## src/rtl/pencoder_pkg.sv

```systemverilog
// Shared constants for the priority / round-robin encoder.
package pencoder_pkg;
  localparam logic MODE_FIXED = 1'b0;
  localparam logic MODE_RR    = 1'b1;
endpackage

```

## src/rtl/pencoder_search.sv

```systemverilog
// Combinational winner search: highest set index (fixed) or first set bit
// ascending from start with wrap (round-robin).
module pencoder_search
  import pencoder_pkg::*;
#(
  parameter int N = 8,
  parameter int W = $clog2(N)
) (
  input  logic [N-1:0] req,
  input  logic [W-1:0] start,
  input  logic         mode,
  output logic [W-1:0] idx,
  output logic         found
);

  logic [W-1:0] pos;

  always_comb begin
    idx   = '0;
    pos   = '0;
    found = |req;
    if (mode == MODE_RR) begin
      // Scan offsets downward so the smallest offset from start wins last.
      // N is a power of two, so W-bit addition wraps at N for free.
      for (int k = N - 1; k >= 0; k--) begin
        pos = start + W'(k);
        if (req[pos]) idx = pos;
      end
    end else begin
      for (int i = 0; i < N; i++) begin
        if (req[i]) idx = W'(i);
      end
    end
  end

endmodule

```

## src/rtl/pencoder_rr_nx.sv

```systemverilog
// Registered priority encoder with valid/ready output and round-robin pointer.
module pencoder_rr_nx
  import pencoder_pkg::*;
#(
  parameter int N = 8,
  parameter int W = $clog2(N)
) (
  input  logic         clk,
  input  logic         rst_n,
  input  logic [N-1:0] req,
  input  logic         mode,
  input  logic         out_ready,
  output logic [W-1:0] out_idx,
  output logic         out_valid,
  output logic [N-1:0] out_onehot
);

  logic [W-1:0] ptr, ptr_nxt, win_idx;
  logic         win_found, xfer, load;

  assign xfer = out_valid & out_ready;
  assign load = ~out_valid | xfer;

  // The search sees the pointer as already advanced past the index being
  // transferred, so back-to-back round-robin loads rotate every cycle.
  assign ptr_nxt = (xfer && mode == MODE_RR) ? out_idx + W'(1) : ptr;

  pencoder_search #(.N(N), .W(W)) u_search (
    .req   (req),
    .start (ptr_nxt),
    .mode  (mode),
    .idx   (win_idx),
    .found (win_found)
  );

  always_ff @(posedge clk or negedge rst_n) begin
    if (!rst_n) begin
      ptr        <= '0;
      out_valid  <= 1'b0;
      out_idx    <= '0;
      out_onehot <= '0;
    end else begin
      ptr <= ptr_nxt;
      if (load) begin
        out_valid  <= win_found;
        out_idx    <= win_found ? win_idx : '0;
        out_onehot <= win_found ? (N'(1) << win_idx) : '0;
      end
    end
  end

endmodule

```

## config.mk

```make
export PLATFORM = sky130hd
export DESIGN_NAME = pencoder_rr_nx
export DESIGN_NICKNAME = d
export VERILOG_FILES = /design/src/rtl/pencoder_pkg.sv /design/src/rtl/pencoder_search.sv /design/src/rtl/pencoder_rr_nx.sv
export SDC_FILE = /design/constraint.sdc
export NUM_CORES = 1
export LEC_CHECK = 0
export CELL_PAD_IN_SITES_DETAIL_PLACEMENT = 2
export CELL_PAD_IN_SITES_GLOBAL_PLACEMENT = 2
export CORE_MARGIN = 3
export CORE_UTILIZATION = 30
export CTS_BUF_LIST = sky130_fd_sc_hd__clkbuf_8 sky130_fd_sc_hd__clkbuf_16
export DETAILED_ROUTE_END_ITERATION = 8
export GPL_TIMING_DRIVEN = 0
export PLACE_DENSITY_LB_ADDON = 0.12
export SLEW_MARGIN = 20
export SYNTH_ARGS = -nofsm -noshare
export SYNTH_HDL_FRONTEND = slang
export SYNTH_SLANG_ARGS = --single-unit
```

## constraint.sdc

```tcl
create_clock -name clk -period 5.35 [get_ports clk]
set_input_delay 1.605 -clock clk [delete_from_list [all_inputs] [get_ports clk]]
set_output_delay 1.605 -clock clk [all_outputs]
set_load 0.03 [all_outputs]
```

==> results.json, run 1 <==
{
  "status": "complete, no violations",
  "synth_cell_types": 65,
  "layout.nets": 275,
  "antenna_found_initial": 0,
  "start_kind": "input port",
  "vdd_drop_max_v": 0.0002731,
  "tritoncts": "yes",
  "fin_crit_ps": 5066,
  "worst_setup_path_end_kind": "register",
  "synth_fp_nets": 249,
  "skew_ps": 2.371,
  "cts_max_path_buffers": 2,
  "die_h_um": 86.66,
  "slew_violations": 0,
  "tns_ps": 0,
  "synthToLayoutAreaGrowth_pct": 20.77,
  "grt_util_met1": 0.2841,
  "die_x_um": 86.66,
  "ys_warn_count": 0,
  "vias": 2110,
  "reg2reg_slack_ps": 990,
  "finalWirelength_um": 7441,
  "initial_core_util": 0.3202,
  "async_flop_share": 1.000,
  "worstSkewPairLatency_ps": 250,
  "place_congestion": 0.8886,
  "htreeDepth": 1,
  "synth_area_leaders": "dfrtp_1 19%, mux2i_1 8.2%, mux4_2 5.8%",
  "numPortBuffers": 19,
  "coreArea_um2": 6096,
  "grt_use_total": 0.2028,
  "fin_crit_sh": 0.9469,
  "initialDrtViolationCount": 74,
  "post-dp-hpwl_um": 5807,
  "grt_pass1_wl_um": 11870,
  "drc_errors": 0,
  "setup-violations-final": 0,
  "power_uw": 1530,
  "clkSinkCount": 15,
  "rsz0062_at_grt": "no",
  "path_class": "in2reg",
  "relSlewSlack": 0.5395,
  "yosys.area.top_type": "dfrtp_1",
  "yosys_most_used_dff": "dfrtp_1",
  "multiInputGateArea_um2": 1503,
  "diodes": 0,
  "syn_inst": 234,
  "root_buffer": "clkbuf_8",
  "fillCellCount": 708,
  "tightest_slew_ps": 688.6,
  "grt_max_degree": 16,
  "grt_use_met2": 0.3435,
  "register_area_um2": 375.4,
  "synth_top_area_frac": 0.1923,
  "grt_busiest_layer": "met2",
  "cts_buffers": 3,
  "path_clk_slew_ps": 60,
  "via_per_inst": 6.317,
  "drive_above_1_share": 0.1815,
  "crit_required_ps": 5490,
  "final_hold_viol_count": 0,
  "fmax_mhz": 197.4,
  "dr.pass1.iters": 4,
  "power_leakage_uw": 0.0008864,
  "power-per-cell-area_nw_per_um2": 649.0,
  "rows": 28,
  "ant_nets": 0,
  "cap_violations": 0,
  "dieArea_um2": 7510,
  "ios": 24,
  "critPathMaxFanout": 10,
  "hold_path_class": "reg2reg",
  "synth_edf_count": 0,
  "wl_per_cell_um": 22.28,
  "synth_area_um2": 1952,
  "hold_buffers": 0,
  "cp_data_arrival_time_ps": 5200,
  "use_met3": 0.01996,
  "synth.avg_cell_area_um2": 8.341,
  "grt_pass1_vias": 2090,
  "synth_seq_cells": 15,
  "grt_overflow": 0,
  "seq_area_frac_synth": 0.1923
}
==> cell usage in the layout (no fill, tap or decap), drive strengths merged, types with 10 or more instances in the layout <==
cell type | Yosys | routed
nand2 | 22 | 22
clkdlybuf4s50 | 0 | 18
a21oi | 12 | 12
nor2 | 11 | 11
o211ai | 12 | 12
nor3 | 10 | 10
dfrtp | 15 | 15
buf | 8 | 10
inv | 10 | 11
mux2i | 16 | 16
clkbuf | 12 | 16
==> kinds of logic after synthesis <==
family / synth area share
AO/OA/AOI/OAI: 0.3224
XOR/XNOR: 0.01795
adder cells (fa/ha/maj): 0.01923
buffers and inverters: 0.06859
flip-flops: 0.1923
multiplexers: 0.1570
AND/OR/NAND/NOR: 0.2224
==> registers in the layout, summed over array words and instances, names as in the netlist <==
signal	cells
out_idx	3
out_onehot	8
out_valid	1
ptr	3
==> repair_timing <==
| action | 4_1_cts | 5_1_grt |
|---|---|---|
| resized for setup | 11 | 7 |
| pin swaps | 0 | 1 |
| buffers inserted | 0 | 2 |
| setup endpoints to repair | 11 | 10 |
==> per-layer routing <==
layer | wire [um] | up-vias
li1 | - | 977
met1 | 3584 | 1098
met2 | 3633 | 29
met3 | 158 | 6
met4 | 65 | 0
met5 | 0 | -
==> stage by stage <==
stage	cell area (um^2)	instances	hold WS [ps]	utilization	setup WS, ps
floorplan	1952	234	662.2	-	313.6
global placement	2236	328	466.5	0.3668	-1007
detailed placement	2236	328	474.6	0.3668	-1090
CTS	2326	332	492.0	0.3816	83.74
global route	2357	334	502.6	0.3867	140.8
finish	2357	334	486.8	0.3867	284.1
==> cell type report <==
type / instances / area share
Sequential cell: 15 / 0.1592
Timing Repair Buffer: 21 / 0.08493
Clock inverter: 1 / 0.001592
Tap cell: 75 / 0.03981
Clock buffer: 3 / 0.01752
Multi-Input combinational cell: 189 / 0.6375
Inverter: 10 / 0.01805
Buffer: 20 / 0.04140
==> final timing paths <==
check                                    from       endpoint  depth (start not counted)
worst min-delay path            out_onehot[4]  out_onehot[4]                          2
worst max-delay path                out_ready  out_onehot[7]                         14
min in group asynchronous               rst_n  out_onehot[0]                          1
max in group asynchronous               rst_n     out_idx[0]                          1
worst max register to register     out_idx[0]  out_onehot[7]                         14
worst min register to register  out_onehot[4]  out_onehot[4]                          2
==> worst max-delay path, cell delays in order <==
cell and delay [ps]:
buf_4 150, and4_2 260, a21o_2 270, inv_4 120, buf_4 190, ha_2 350, or3b_2 500, a21oi_1 190
a311oi_2 120, mux2_4 360, nor4_4 310, a2111oi_4 140, o221a_1 330, a32o_1 280
==> Yosys cell counts, drive strengths merged, types with 5 or more instances <==
library cell,instances
nor2,11
clkbuf,12
o21ai,5
a21oi,12
dfrtp,15
mux4,5
nand2,22
o31ai,5
o211ai,12
inv,10
buf,8
nor3,10
or3,5
mux2i,16
==> where the power goes <==
group / total, uW / internal (uW) / switching (uW)
sequential: 197 / 159 / 38.3
clock: 89.6 / 50.8 / 38.7
combinational: 1240 / 498 / 745
total: 1530 / 708 / 822
(Power assumes the default switching activity.)
==> inputs of run 2 (changes only) <==
--- a/config.mk
+++ b/config.mk
@@ -13,7 +13,7 @@
 export DETAILED_ROUTE_END_ITERATION = 8
 export GPL_TIMING_DRIVEN = 0
 export PLACE_DENSITY_LB_ADDON = 0.12
-export SLEW_MARGIN = 20
+export SLEW_MARGIN = 15
 export SYNTH_ARGS = -nofsm -noshare
 export SYNTH_HDL_FRONTEND = slang
 export SYNTH_SLANG_ARGS = --single-unit
==> results of run 2 <==
Final layout, timing and power as in run 1 (identical DEF).
==> inputs of run 3 (changes only) <==
--- a/config.mk
+++ b/config.mk
@@ -7,7 +7,6 @@
 export LEC_CHECK = 0
 export CELL_PAD_IN_SITES_DETAIL_PLACEMENT = 2
 export CELL_PAD_IN_SITES_GLOBAL_PLACEMENT = 2
-export CORE_MARGIN = 3
 export CORE_UTILIZATION = 30
 export CTS_BUF_LIST = sky130_fd_sc_hd__clkbuf_8 sky130_fd_sc_hd__clkbuf_16
 export DETAILED_ROUTE_END_ITERATION = 8
==> run 3 against run 2 <==
  * Count of clock-buffer cells in the layout unchanged
  * Critical path depth stayed put
  * Sequential share of layout area about the same
  * Die area shrank 9.0%
  * First-iteration DRC count down 9.5%
  * Clock skew is 2.5 ps higher
  * Flip-flop and latch count is the same
  * Largest cell class unchanged
  * Sequential power about the same
==> results.json, run 3 (synthesis gave the netlist of run 1 again) <==
{
  "grt_pass1_wl_um": 11520,
  "root_buffer": "clkbuf_8",
  "diodes": 0,
  "ant_nets": 0,
  "r2r_end": "out_onehot[5]",
  "cp_data_arrival_time_ps": 5160,
  "fillCellCount": 723,
  "top_register": "out_onehot",
  "layout.nets": 273,
  "initial_core_util": 0.3092,
  "post-dp-hpwl_um": 5828,
  "cap_violations": 0,
  "r2r_cells": 14,
  "drive_above_1_share": 0.1868,
  "htreeDepth": 1,
  "grt_use_total": 0.2280,
  "largest_register_ff_count": 8,
  "fin_crit_sh": 0.9392,
  "worstSkewPairLatency_ps": 250,
  "p_clk_frac": 0.061,
  "fmax_mhz": 199.0,
  "drc_errors": 0,
  "sw_frac_of_total": 0.5446,
  "final_area_um2": 2359,
  "p_sw_uw": 824.9,
  "path_class": "in2reg",
  "reg_top3": "out_onehot x8, out_idx x3, ptr x3",
  "path_clk_slew_ps": 60,
  "final_common_cell": "nand2_1",
  "final_cell_mix": "22 x nand2_1, 18 x clkdlybuf4s50_1, 15 x mux2i_1, 15 x dfrtp_1, 12 x o211ai_1",
  "register_area_um2": 375.4,
  "antenna_found_initial": 0,
  "reg2reg_slack_ps": 1010,
  "rr_startpoint": "out_idx[0]",
  "tightest_slew_ps": 677.8,
  "place_congestion": 0.8279,
  "dpl_cell_area_um2": 2238,
  "hp-start": "out_onehot[4]",
  "finalWirelength_um": 7425,
  "relSlewSlack": 0.5467,
  "p_int_uw": 689.9,
  "die_h_um": 82.66,
  "critPathMaxFanout": 10,
  "vdd_drop_max_v": 0.0002167,
  "setup-violations-final": 0,
  "slew_violations": 0,
  "hold_depth": 2,
  "grt_pass1_vias": 2084,
  "wl_per_cell_um": 22.23,
  "hold_path_end": "out_onehot[4]",
  "cts_buffers": 3,
  "power-per-cell-area_nw_per_um2": 642.3,
  "worst_setup_path_end_kind": "register",
  "start_kind": "input port",
  "rsz0062_at_grt": "no",
  "initialDrtViolationCount": 67,
  "power_uw": 1515,
  "coreArea_um2": 6314,
  "via_per_inst": 6.192,
  "crit_required_ps": 5480,
  "clkSinkCount": 15,
  "cts_setup_buffers": 0,
  "grt_overflow": 0,
  "cts_max_path_buffers": 2,
  "hold_buffers": 0,
  "tritoncts": "yes",
  "multiInputGateArea_um2": 1518,
  "fin_crit_ps": 5025,
  "rows": 29,
  "power_leakage_uw": 0.0008747,
  "numPortBuffers": 19,
  "final_hold_viol_count": 0,
  "skew_ps": 4.908,
  "dieArea_um2": 6833,
  "status": "complete, no violations",
  "grt_max_degree": 16,
  "synthToLayoutAreaGrowth_pct": 20.83,
  "seqPwrFrac": 0.130,
  "die_x_um": 82.66,
  "p_comb_frac": 0.810,
  "hold_path_class": "reg2reg",
  "vias": 2068,
  "ios": 24,
  "dr.pass1.iters": 4
}
-- run 3: cell count changes in the layout (fill, tap and decap cells not counted), sizes merged --
cell / previous run / this run
clkinv: 0 / 1
inv: 11 / 10
buf: 10 / 8
-- run 3: cell type report --
cell class | instances | area share
plain buffers | 20 | 0.04138
clock buffers | 3 | 0.01751
clock inverters | 1 | 0.002122
inverters | 10 | 0.01698
multi-input cells | 189 | 0.6435
flip-flops and latches | 15 | 0.1592
well taps | 77 | 0.04085
repair buffers | 19 | 0.07851
-- run 3: worst max path at each step --
stage	from	slack, ps	endpoint
CTS	mode	100	out_onehot[7]
finish	out_ready	330	out_onehot[5]
floorplan	out_ready	310	out_onehot[3]
detailed placement	mode	-1180	out_onehot[5]
global placement	mode	-1070	out_onehot[5]
global route	mode	100	out_onehot[0]
-- run 3: layer usage --
layer | GRT usage | vias up | wire length, um
li1 | - | 970 | -
met1 | 0.3046 | 1056 | 3464
met2 | 0.3926 | 36 | 3679
met3 | 0.02747 | 6 | 203
met4 | 0.04483 | 0 | 76
met5 | 0 | - | 0
-- run 3: timing repair --
item | CTS | global route
resized for setup | 15 | 4
pin swaps | 0 | 0
endpoints found under the setup margin | 11 | 6
-- run 3: critical path, stage by stage --
cell and delay [ps]:
buf_4 150, and4_4 200, a21o_2 250, inv_2 150, buf_4 200, ha_2 360, or3b_2 500, a21oi_2 200
a311oi_4 90, mux2_2 360, nor2b_1 170, a2111oi_4 320, o221ai_2 250, a32o_1 330
-- run 3: power by group through the flow --
stage                     logic [uW]  clock network, uW  registers [uW]
after detailed placement        1150                  0             199
after floorplan                  741                  0             262
after CTS                       1220               95.0             197
final                           1230               91.8             196
after global placement          1130                  0             198
after global routing            1320                101             203
-- run 3: stage by stage --
stage	worst slack [ps]	setup TNS [ps]	std cells	hold slack [ps]	util
detailed placement	-1184	-11630	330	474.2	0.3545
CTS	102.3	0	334	485.0	0.3730
finish	325.1	0	334	483.4	0.3736
global placement	-1065	-10470	330	463.3	0.3545
global route	102.0	0	334	521.1	0.3736
floorplan	313.6	0	234	662.2	-
